==> config.mk <==
export PLATFORM = sky130hd
export DESIGN_NAME = seg7_marquee
export DESIGN_NICKNAME = d
export VERILOG_FILES = /design/src/rtl/seg7_pkg.sv /design/src/rtl/seg7_hex_enc.sv /design/src/rtl/seg7_marquee.sv
export SDC_FILE = /design/constraint.sdc
export NUM_CORES = 1
export LEC_CHECK = 0
export BUFFER_PORTS_ARGS = -buffer_cell sky130_fd_sc_hd__buf_4
export CAP_MARGIN = 30
export CORE_UTILIZATION = 40
export DETAILED_ROUTE_END_ITERATION = 16
export PLACE_DENSITY = 0.57
export SYNTH_ARGS = -nofsm -noshare
export SYNTH_HDL_FRONTEND = slang
export SYNTH_HIERARCHICAL = 1
export SYNTH_SLANG_ARGS = --single-unit
==> constraint.sdc <==
create_clock -name clk -period 3.75 [get_ports clk]
set_input_delay 0 -clock clk [delete_from_list [all_inputs] [get_ports clk]]
set_output_delay 0 -clock clk [all_outputs]
set_load 0.005 [all_outputs]
==> src/rtl/seg7_pkg.sv <==
// Shared definitions for the scrolling seven-segment marquee.
// Blank pattern, active-low hex glyph table and controller states.
package seg7_pkg;

    localparam logic [7:0] BLANK = 8'hFF;

    localparam logic [7:0] HEX_TAB [16] = '{
        8'hC0, 8'hF9, 8'hA4, 8'hB0,
        8'h99, 8'h92, 8'h82, 8'hF8,
        8'h80, 8'h90, 8'h88, 8'h83,
        8'hC6, 8'hA1, 8'h86, 8'h8E
    };

    typedef enum logic [1:0] {
        ST_IDLE,
        ST_LOAD,
        ST_SCROLL
    } state_t;

    function automatic logic [7:0] hex_seg(input logic [3:0] nib);
        return HEX_TAB[nib];
    endfunction

endpackage

==> src/rtl/seg7_hex_enc.sv <==
// Combinational nibble to active-low seven-segment glyph encoder.
module seg7_hex_enc
    import seg7_pkg::*;
(
    input  logic [3:0] nib,
    output logic [7:0] seg
);

    assign seg = hex_seg(nib);

endmodule

==> src/rtl/seg7_marquee.sv <==
// Message buffer that scrolls right-to-left across an 8-digit display.
// Optional SEG7_MARQUEE_HEX_EN adds hex_sel to store nibbles as glyphs.
module seg7_marquee
    import seg7_pkg::*;
#(
    parameter int DEPTH    = 16,
    parameter int TICK_DIV = 25_000_000
) (
    input  logic                     clk,
    input  logic                     rstn,
    input  logic                     clr,
    input  logic                     wr_valid,
    input  logic [7:0]               wr_data,
    output logic                     wr_ready,
    input  logic                     start,
    input  logic                     en,
`ifdef SEG7_MARQUEE_HEX_EN
    input  logic                     hex_sel,
`endif
    output logic [63:0]              o_data,
    output logic                     o_disp_mode,
    output logic [$clog2(DEPTH):0]   o_len,
    output logic                     o_wrap
);

    localparam int LW = $clog2(DEPTH) + 1;
    localparam int AW = $clog2(DEPTH);
    localparam int PW = $clog2(DEPTH + 8) + 1;
    localparam int CW = $clog2(TICK_DIV);

    state_t          state;
    logic [LW-1:0]   len;
    logic [PW-1:0]   p;
    logic [CW-1:0]   cnt;
    logic [7:0]      mem [DEPTH];
    logic [7:0]      wdata;
    logic [PW-1:0]   period;
    logic [63:0]     frame;
    logic [PW-1:0]   idx;
    logic [7:0]      digit;
    logic            accept;
    logic            tick;

`ifdef SEG7_MARQUEE_HEX_EN
    logic [7:0] hex_byte;

    seg7_hex_enc u_hex (
        .nib (wr_data[3:0]),
        .seg (hex_byte)
    );

    assign wdata = hex_sel ? hex_byte : wr_data;
`else
    assign wdata = wr_data;
`endif

    assign wr_ready = rstn && !clr
                   && (state != ST_SCROLL)
                   && (len < LW'(DEPTH));
    assign accept      = wr_valid && wr_ready;
    assign o_disp_mode = 1'b1;
    assign o_len       = len;
    assign period      = PW'(len) + PW'(8);
    assign tick        = en && (cnt == CW'(TICK_DIV - 1));

    // Eight leading blanks precede the message in the virtual ring.
    always_comb begin
        frame = '1;
        idx   = '0;
        digit = BLANK;
        for (int i = 0; i < 8; i++) begin
            idx = p + PW'(i);
            if (idx >= period)
                idx = idx - period;
            if (idx >= PW'(8))
                digit = mem[AW'(idx - PW'(8))];
            else
                digit = BLANK;
            frame[8*(7-i) +: 8] = digit;
        end
    end

    always_ff @(posedge clk) begin
        if (accept)
            mem[len[AW-1:0]] <= wdata;
    end

    always_ff @(posedge clk) begin
        if (!rstn || clr) begin
            state  <= ST_IDLE;
            len    <= '0;
            p      <= '0;
            cnt    <= '0;
            o_data <= '1;
            o_wrap <= 1'b0;
        end else begin
            o_wrap <= 1'b0;
            unique case (state)
                ST_IDLE: begin
                    if (accept) begin
                        len   <= len + LW'(1);
                        state <= ST_LOAD;
                    end
                end
                ST_LOAD: begin
                    if (accept)
                        len <= len + LW'(1);
                    if (start) begin
                        state <= ST_SCROLL;
                        p     <= '0;
                        cnt   <= '0;
                    end
                end
                ST_SCROLL: begin
                    if (tick) begin
                        cnt <= '0;
                        if (p == period - PW'(1)) begin
                            p      <= '0;
                            o_wrap <= 1'b1;
                        end else begin
                            p <= p + PW'(1);
                        end
                    end else if (en) begin
                        cnt <= cnt + CW'(1);
                    end
                end
                default: state <= ST_IDLE;
            endcase
            o_data <= (state == ST_SCROLL) ? frame : '1;
        end
    end

endmodule

==> flow_summary.yaml, run 1 <==
critical_path:
  start_kind: "flop"
  timing.rr.start: "p[1]"
  critPathMaxFanout: 27
  critPathRequiredTime_ns: 4.15
  rr_worst_depth: 16
  crit_path_end_kind: "flop"
  cp_common_cell: "buf_12"
  critical-path-slowest-cell: "dfxtp_4"
  cp_cell_sequence: "clkinvlp_4 > ha_2 > buf_4 > nor2_1 > xor2_1 > ha_1 > a21oi_2 > o221ai_2 > buf_12 > mux2i_4 > buf_12 > and2_1 > a211oi_1 > a31oi_1 > o211ai_1 > nand3_1"
  worstPathArrival_ns: 4.10
  reg2reg_to: "o_data[13]"
  max_stage_delay_ns: 0.39
  worst-setup-path-type: "flop to flop"
  path_delay_family: "compound AO/OA/AOI/OAI gates"
  reg2reg_slack_ns: 0.05
  crit_buf_inv: 4
floorplan:
  fp.dieW_um: 225
  io_pins: 86
  fp-row-count: 81
  initial_utilization_pct: 40.5
  fp.dieH_um: 225
  dieArea_mm2: 0.0505
  core-area_mm2: 0.0490
worst_hold_path:
  hp-class: "primary input to flop"
  hold_end: "mem[5][7]"
  holdPathStages: 2
  hp-start: "wr_data[7]"
timing:
  fin_crit_ns: 3.70
  timing.setup.tns_ns: 0
  worst_pin_slew_ns: 0.988
  setup_viol: 0
  skew_ns: 0.0209
  slew_headroom_pct: 33.7
  final_max_slew_viol_count: 0
  finalCritPeriodShare_pct: 98.6
  fmax_mhz: 271
  rsz0062_at_grt: "true"
  whs_ns: 0.310
  setup_slack_ns: 0.0538
  hold_viol_final: 0
place:
  port_buffers: 84
  dpl_worst_slack_ns: -0.138
  dp.cells: 3162
  routabilityCongestion: 0.992
  dp_hpwl_um: 64900
logic_synthesis:
  syn_area_per_cell_um2: 8.18
  synth_nets: 2497
  ys_types: 92
  synthCells: 2424
  synth-warning-count: 6
  async_flop_share_pct: 0
  synth_edf_count: 128
  yosysSeqAreaShare_pct: 29.8
  netlist_area_mm2: 0.0198
  ys.flop_type: "edfxtp_1"
  synth-seq-cells: 231
power:
  peakVddDrop_mv: 0.315
  power_density_mw_per_mm2: 228
  p_total_mw: 5.60
  leakagePower_nw: 9.42
grt:
  grt_overflow: 0
  grtUsageTotal_pct: 34.3
  grt_first_pass_wirelength_um: 128000
  grt_pass1_vias: 19200
  grt_max_degree: 65
  antenna_found_initial: 0
clocking:
  cts_buffers: 28
  insertion_delay_ns: 0.58
  cts_buffer_depth: 3
  clock-sinks: 231
  cts_root_buf: "clkbuf_16"
  clk_pin_slew_ns: 0.06
  cts_tree: "built"
  htree_levels: 1
route:
  drtIter0Drc: 2926
  dr_total_vias: 20900
  drc: 0
  avgViaCountPerCell: 6.38
  routed_wl_um: 90900
  first_pass_iters: 6
  drt-wirelength-per-cell_um: 27.8
  antenna_left: 0
final_layout:
  final_cells: 3270
  drive_gt1_share_pct: 21.1
  syn_to_final_growth_pct: 24.0
  antennaDiodeCount: 0
  finalNetCount: 2657
outcome:
  status: "completed"
flow_run:
  drv_cap: 0
## layer usage
metal	GRT usage, %	up-vias	share of wire, %	wire (um)
met5	0	-	0	0
met4	17.9	0	6.3	5690
met3	8.40	288	11	10200
met2	49.4	1329	41	37500
met1	47.0	10100	41	37600
li1	-	9176	-	-
## cell type report
type / count / area (um2)
fillers: 4557 / 24400
well taps: 664 / 831
clock buffers: 39 / 783
clock inverters: 13 / 155
multi-input cells: 1902 / 13200
inverters: 29 / 115
repair buffers: 392 / 3640
flip-flops and latches: 231 / 5910
## how the worst max path moves through the flow
stage	startpoint	to	slack [ns]	depth (start not counted)
detailed placement	p[1]	o_data[32]	-0.14	18
global route	p[1]	o_data[3]	-0.09	17
global placement	p[1]	o_data[32]	-0.08	18
floorplan	p[1]	o_data[3]	0.03	18
CTS	p[3]	o_data[28]	0.002	16
finish	p[1]	o_data[13]	0.05	16
## cell usage in the layout (no fill, tap or decap), types with 10 or more instances in the layout
| cell type | instances |
|---|---|
| buf_12 | 40 |
| o211ai_1 | 19 |
| nor3_1 | 21 |
| nand2b_1 | 10 |
| mux2i_1 | 314 |
| dlygate4sd3_1 | 16 |
| nor4_1 | 12 |
| a221oi_2 | 11 |
| nand3b_1 | 17 |
| a32oi_1 | 39 |
| a21oi_1 | 110 |
| a221oi_1 | 23 |
| buf_4 | 322 |
| and2_1 | 30 |
| nor2b_1 | 13 |
| xnor2_1 | 23 |
| mux2i_2 | 11 |
| nand4_1 | 33 |
| a311o_1 | 16 |
| mux2_2 | 12 |
| a21o_1 | 10 |
| dfxtp_1 | 99 |
| nand2_1 | 521 |
| clkbuf_16 | 37 |
| and3_1 | 22 |
| ha_1 | 48 |
| o21ai_1 | 42 |
| a211oi_1 | 21 |
| edfxtp_1 | 128 |
| inv_1 | 24 |
| nor2_1 | 84 |
| mux2i_4 | 13 |
| xor2_1 | 22 |
| a31oi_1 | 42 |
| o2111ai_1 | 28 |
| o22ai_1 | 10 |
| o21ai_0 | 27 |
| nand3_1 | 137 |
## through the flow
| step | instance area, um2 | utilization (%) |
|---|---|---|
| after floorplan | 19800 | - |
| after global placement | 22600 | 46.1 |
| after detailed placement | 22600 | 46.1 |
| after CTS | 23700 | 48.5 |
| after global routing | 24600 | 50.2 |
| final | 24600 | 50.2 |
## sequential cells by signal, indices dropped and copies added, names as in the netlist
register  cells
state         2
mem         128
p             6
o_wrap        1
o_len         5
cnt          25
o_data       64
## Yosys cell counts (all sizes together), types with 19 or more instances
cell | count | area [um2]
xor2 | 24 | 210
nor3 | 21 | 105
and3 | 22 | 138
buf | 88 | 512
a21oi | 118 | 598
a31oi | 44 | 288
edfxtp | 128 | 3840
nand2 | 522 | 1960
nand4 | 33 | 206
a211oi | 27 | 203
nor2 | 89 | 349
a32oi | 39 | 342
a221oi | 35 | 319
inv | 29 | 109
clkbuf | 175 | 658
and2 | 33 | 209
o2111ai | 33 | 289
o21ai | 77 | 400
mux2i | 338 | 3430
dfxtp | 103 | 2060
nand3 | 137 | 686
ha | 55 | 688
o211ai | 19 | 143
xnor2 | 26 | 228
## repair_timing
action                                 CTS  global route
setup endpoints to repair               20            58
endpoints found under the hold margin  155             0
resized for setup                       10            81
gates cloned                             0            10
hold buffers                            16             0
setup buffers                            1            30
pin swaps                                1            24
## power by group
| part | switching [mW] | internal [mW] |
|---|---|---|
| Sequential | 0.0120 | 2.67 |
| Combinational | 0.0627 | 0.0356 |
| Clock | 1.15 | 1.66 |
## kinds of logic (layout without fill, tap and decap cells)
| logic type | count (synthesis) | count (layout) | synth area share, % |
|---|---|---|---|
| muxes | 353 | 353 | 18.2 |
| DFF | 231 | 231 | 29.8 |
| buffers and inverters | 292 | 473 | 6.45 |
| AOI/OAI and AO/OA | 502 | 503 | 18.3 |
| other | 1 | 1 | 0.0189 |
| adders and majority gates | 59 | 59 | 3.87 |
| and+or+nand+nor | 936 | 936 | 21.2 |
| xor gates and xnor gates | 50 | 50 | 2.21 |
Note: power is estimated with default switching activity, not from simulation.
==> run 2, diff against run 1 <==
Settings changed: PLACE_DENSITY 0.57 to 0.58.
==> run 2 against run 1 <==
  * Largest power group unchanged
  * Via count is 0.46% lower
  * Non-clock buffer count is 35 lower
  * Cell count is 1.1% lower
  * Clock-buffer cell count is 8 lower
  * Critical path type unchanged
  * Clock power is 8.5% higher
  * Sequential cell count stayed put
  * Wire length is 1.7% higher
==> flow_summary.yaml, run 2 (synthesized netlist as in run 1, its figures left out) <==
final_layout:
  n_fill_cell: 4630
  drive_gt1_share_pct: 19.5
  design_area_mm2: 0.0243
  regArea_mm2: 0.00591
  finalNetCount: 2621
  antennaDiodeCount: 0
  mostFrequentLayoutCell: "nand2_1"
  multiInputGateArea_mm2: 0.0130
  syn_to_final_growth_pct: 22.8
  largest_reg_flops: 128
  final_cell_mix: "522 x nand2_1, 315 x mux2i_1, 282 x buf_4"
floorplan:
  initial_utilization_pct: 40.5
  fp.dieW_um: 225
  io_pins: 86
  dieArea_mm2: 0.0505
  fp.dieH_um: 225
  core-area_mm2: 0.0490
  fp-row-count: 81
critical_path:
  cp_common_cell: "buf_4"
  worstPathArrival_ns: 4.16
  critPathRequiredTime_ns: 4.19
  rr_worst_depth: 15
  reg2reg_to: "o_data[19]"
  timing.rr.start: "p[0]"
  crit_path_end_kind: "flop"
  worst-setup-path-type: "flop to flop"
  max_stage_delay_ns: 0.43
  reg2reg_slack_ns: 0.03
  critPathMaxFanout: 9
  critical-path-slowest-cell: "dfxtp_1"
  start_kind: "flop"
  cp_cell_sequence: "buf_6 > a21oi_1 > buf_4 > xnor2_1 > ha_1 > nand4_1 > o221ai_4 > buf_4 > mux2i_1 > buf_4 > or2_0 > buf_4 > o22ai_1 > o21ai_1 > nand3_1"
route:
  first_pass_iters: 6
  avgViaCountPerCell: 6.43
  routed_wl_um: 92500
  drc: 0
  drt-wirelength-per-cell_um: 28.6
  dr_total_vias: 20800
  antenna_left: 0
  drtIter0Drc: 2795
grt:
  grt_first_pass_wirelength_um: 129000
  antenna_found_initial: 2
  grtUsageTotal_pct: 34.9
  use_met3_pct: 6.98
  top_usage_layer: "met2"
  use_met1_pct: 49.2
  grt_overflow: 0
  met2_usage_pct: 50.9
  grt_pass1_vias: 19000
  grt_max_degree: 65
clocking:
  clock-sinks: 231
  cts_tree: "built"
  clk_pin_slew_ns: 0.07
  cts_root_buf: "clkbuf_16"
  htree_levels: 1
  insertion_delay_ns: 0.60
  cts_buffers: 28
  cts_buffer_depth: 3
timing:
  rsz0062_at_grt: "true"
  whs_ns: 0.277
  setup_viol: 0
  skew_ns: 0.0242
  worst_pin_slew_ns: 0.938
  final_max_slew_viol_count: 0
  fin_crit_ns: 3.72
  fmax_mhz: 269
  finalCritPeriodShare_pct: 99.1
  slew_headroom_pct: 37.4
  hold_viol_final: 0
place:
  dp_hpwl_um: 65100
  port_buffers: 84
  routabilityCongestion: 0.997
  placed_area_mm2: 0.0224
outcome:
  status: "completed"
power:
  leakagePower_nw: 9.30
  peakVddDrop_mv: 0.350
  power_density_mw_per_mm2: 240
worst_hold_path:
  hold_end: "mem[10][1]"
  hp-class: "primary input to flop"
  holdPathStages: 2
  hp-start: "wr_data[1]"
flow_run:
  drv_cap: 0
==> run 2: cell types whose count changed in the layout (fill, tap and decap cells not counted), moves of 5 or more <==
cell      change
buf_4        -40
a221oi_1      +9
a221oi_2      -8
o21ai_0       +8
a211oi_1      +6
clkbuf_1      -6
o21ai_1       -5
==> run 2: worst max-delay path, delay by kind of cell, from the launching register on <==
kind	cells	cell delay, ns
DFF	1	0.43
muxes	1	0.18
buffers and inverters	5	1.00
adders and majority gates	1	0.27
and+or+nand+nor	3	0.48
xor gates and xnor gates	1	0.29
AOI/OAI and AO/OA	4	0.90
==> run 2: routing by layer <==
layer	wire length, um	vias to the layer above
met5	0	-
met1	39300	10100
met3	9590	241
li1	-	9114
met2	38600	1348
met4	5040	0
==> run 2: how the worst max path moves through the flow <==
stage / startpoint / endpoint / slack (ns)
CTS: o_len[3] / o_data[57] / 0.01
finish: p[0] / o_data[19] / 0.03
global route: p[2] / o_data[18] / -0.06
global placement: p[1] / o_data[51] / 0.0007
detailed placement: p[1] / o_data[51] / 0.003
floorplan: p[1] / o_data[3] / 0.03
==> run 2: what timing repair did <==
action                                  in CTS  in global routing
gates cloned                                 1                 12
endpoints found under the setup margin       3                 60
hold endpoints to repair                   155                  0
hold buffers                                16                  0
setup buffers                                1                 24
resized for setup                            2                 49
pin swaps                                    0                 16
==> run 2: final cells by class <==
class | instances | share of cell area (%)
Clock inverter | 21 | 1.30
Clock buffer | 31 | 2.96
Timing Repair Buffer | 357 | 14.1
Tap cell | 664 | 3.41
Inverter | 29 | 0.462
Multi-Input combinational cell | 1901 | 53.5
Sequential cell | 231 | 24.3
==> run 2: through the flow <==
stage	util, %	total power [mW]	instances	TNS, ns	setup slack (ns)
after CTS	48.2	5.88	3198	0	0.0134
after global placement	45.7	2.82	3126	0	0.000671
after detailed placement	45.7	2.82	3128	0	0.00348
after global routing	49.7	5.98	3234	-0.644	-0.0566
after floorplan	-	2.76	2424	0	0.0336
final	49.7	5.84	3234	0	0.0320
==> run 2: power breakdown <==
group / switching, mW / internal, mW
sequential: 0.0124 / 2.67
combinational: 0.0625 / 0.0350
clock: 1.23 / 1.83
total: 1.31 / 4.53
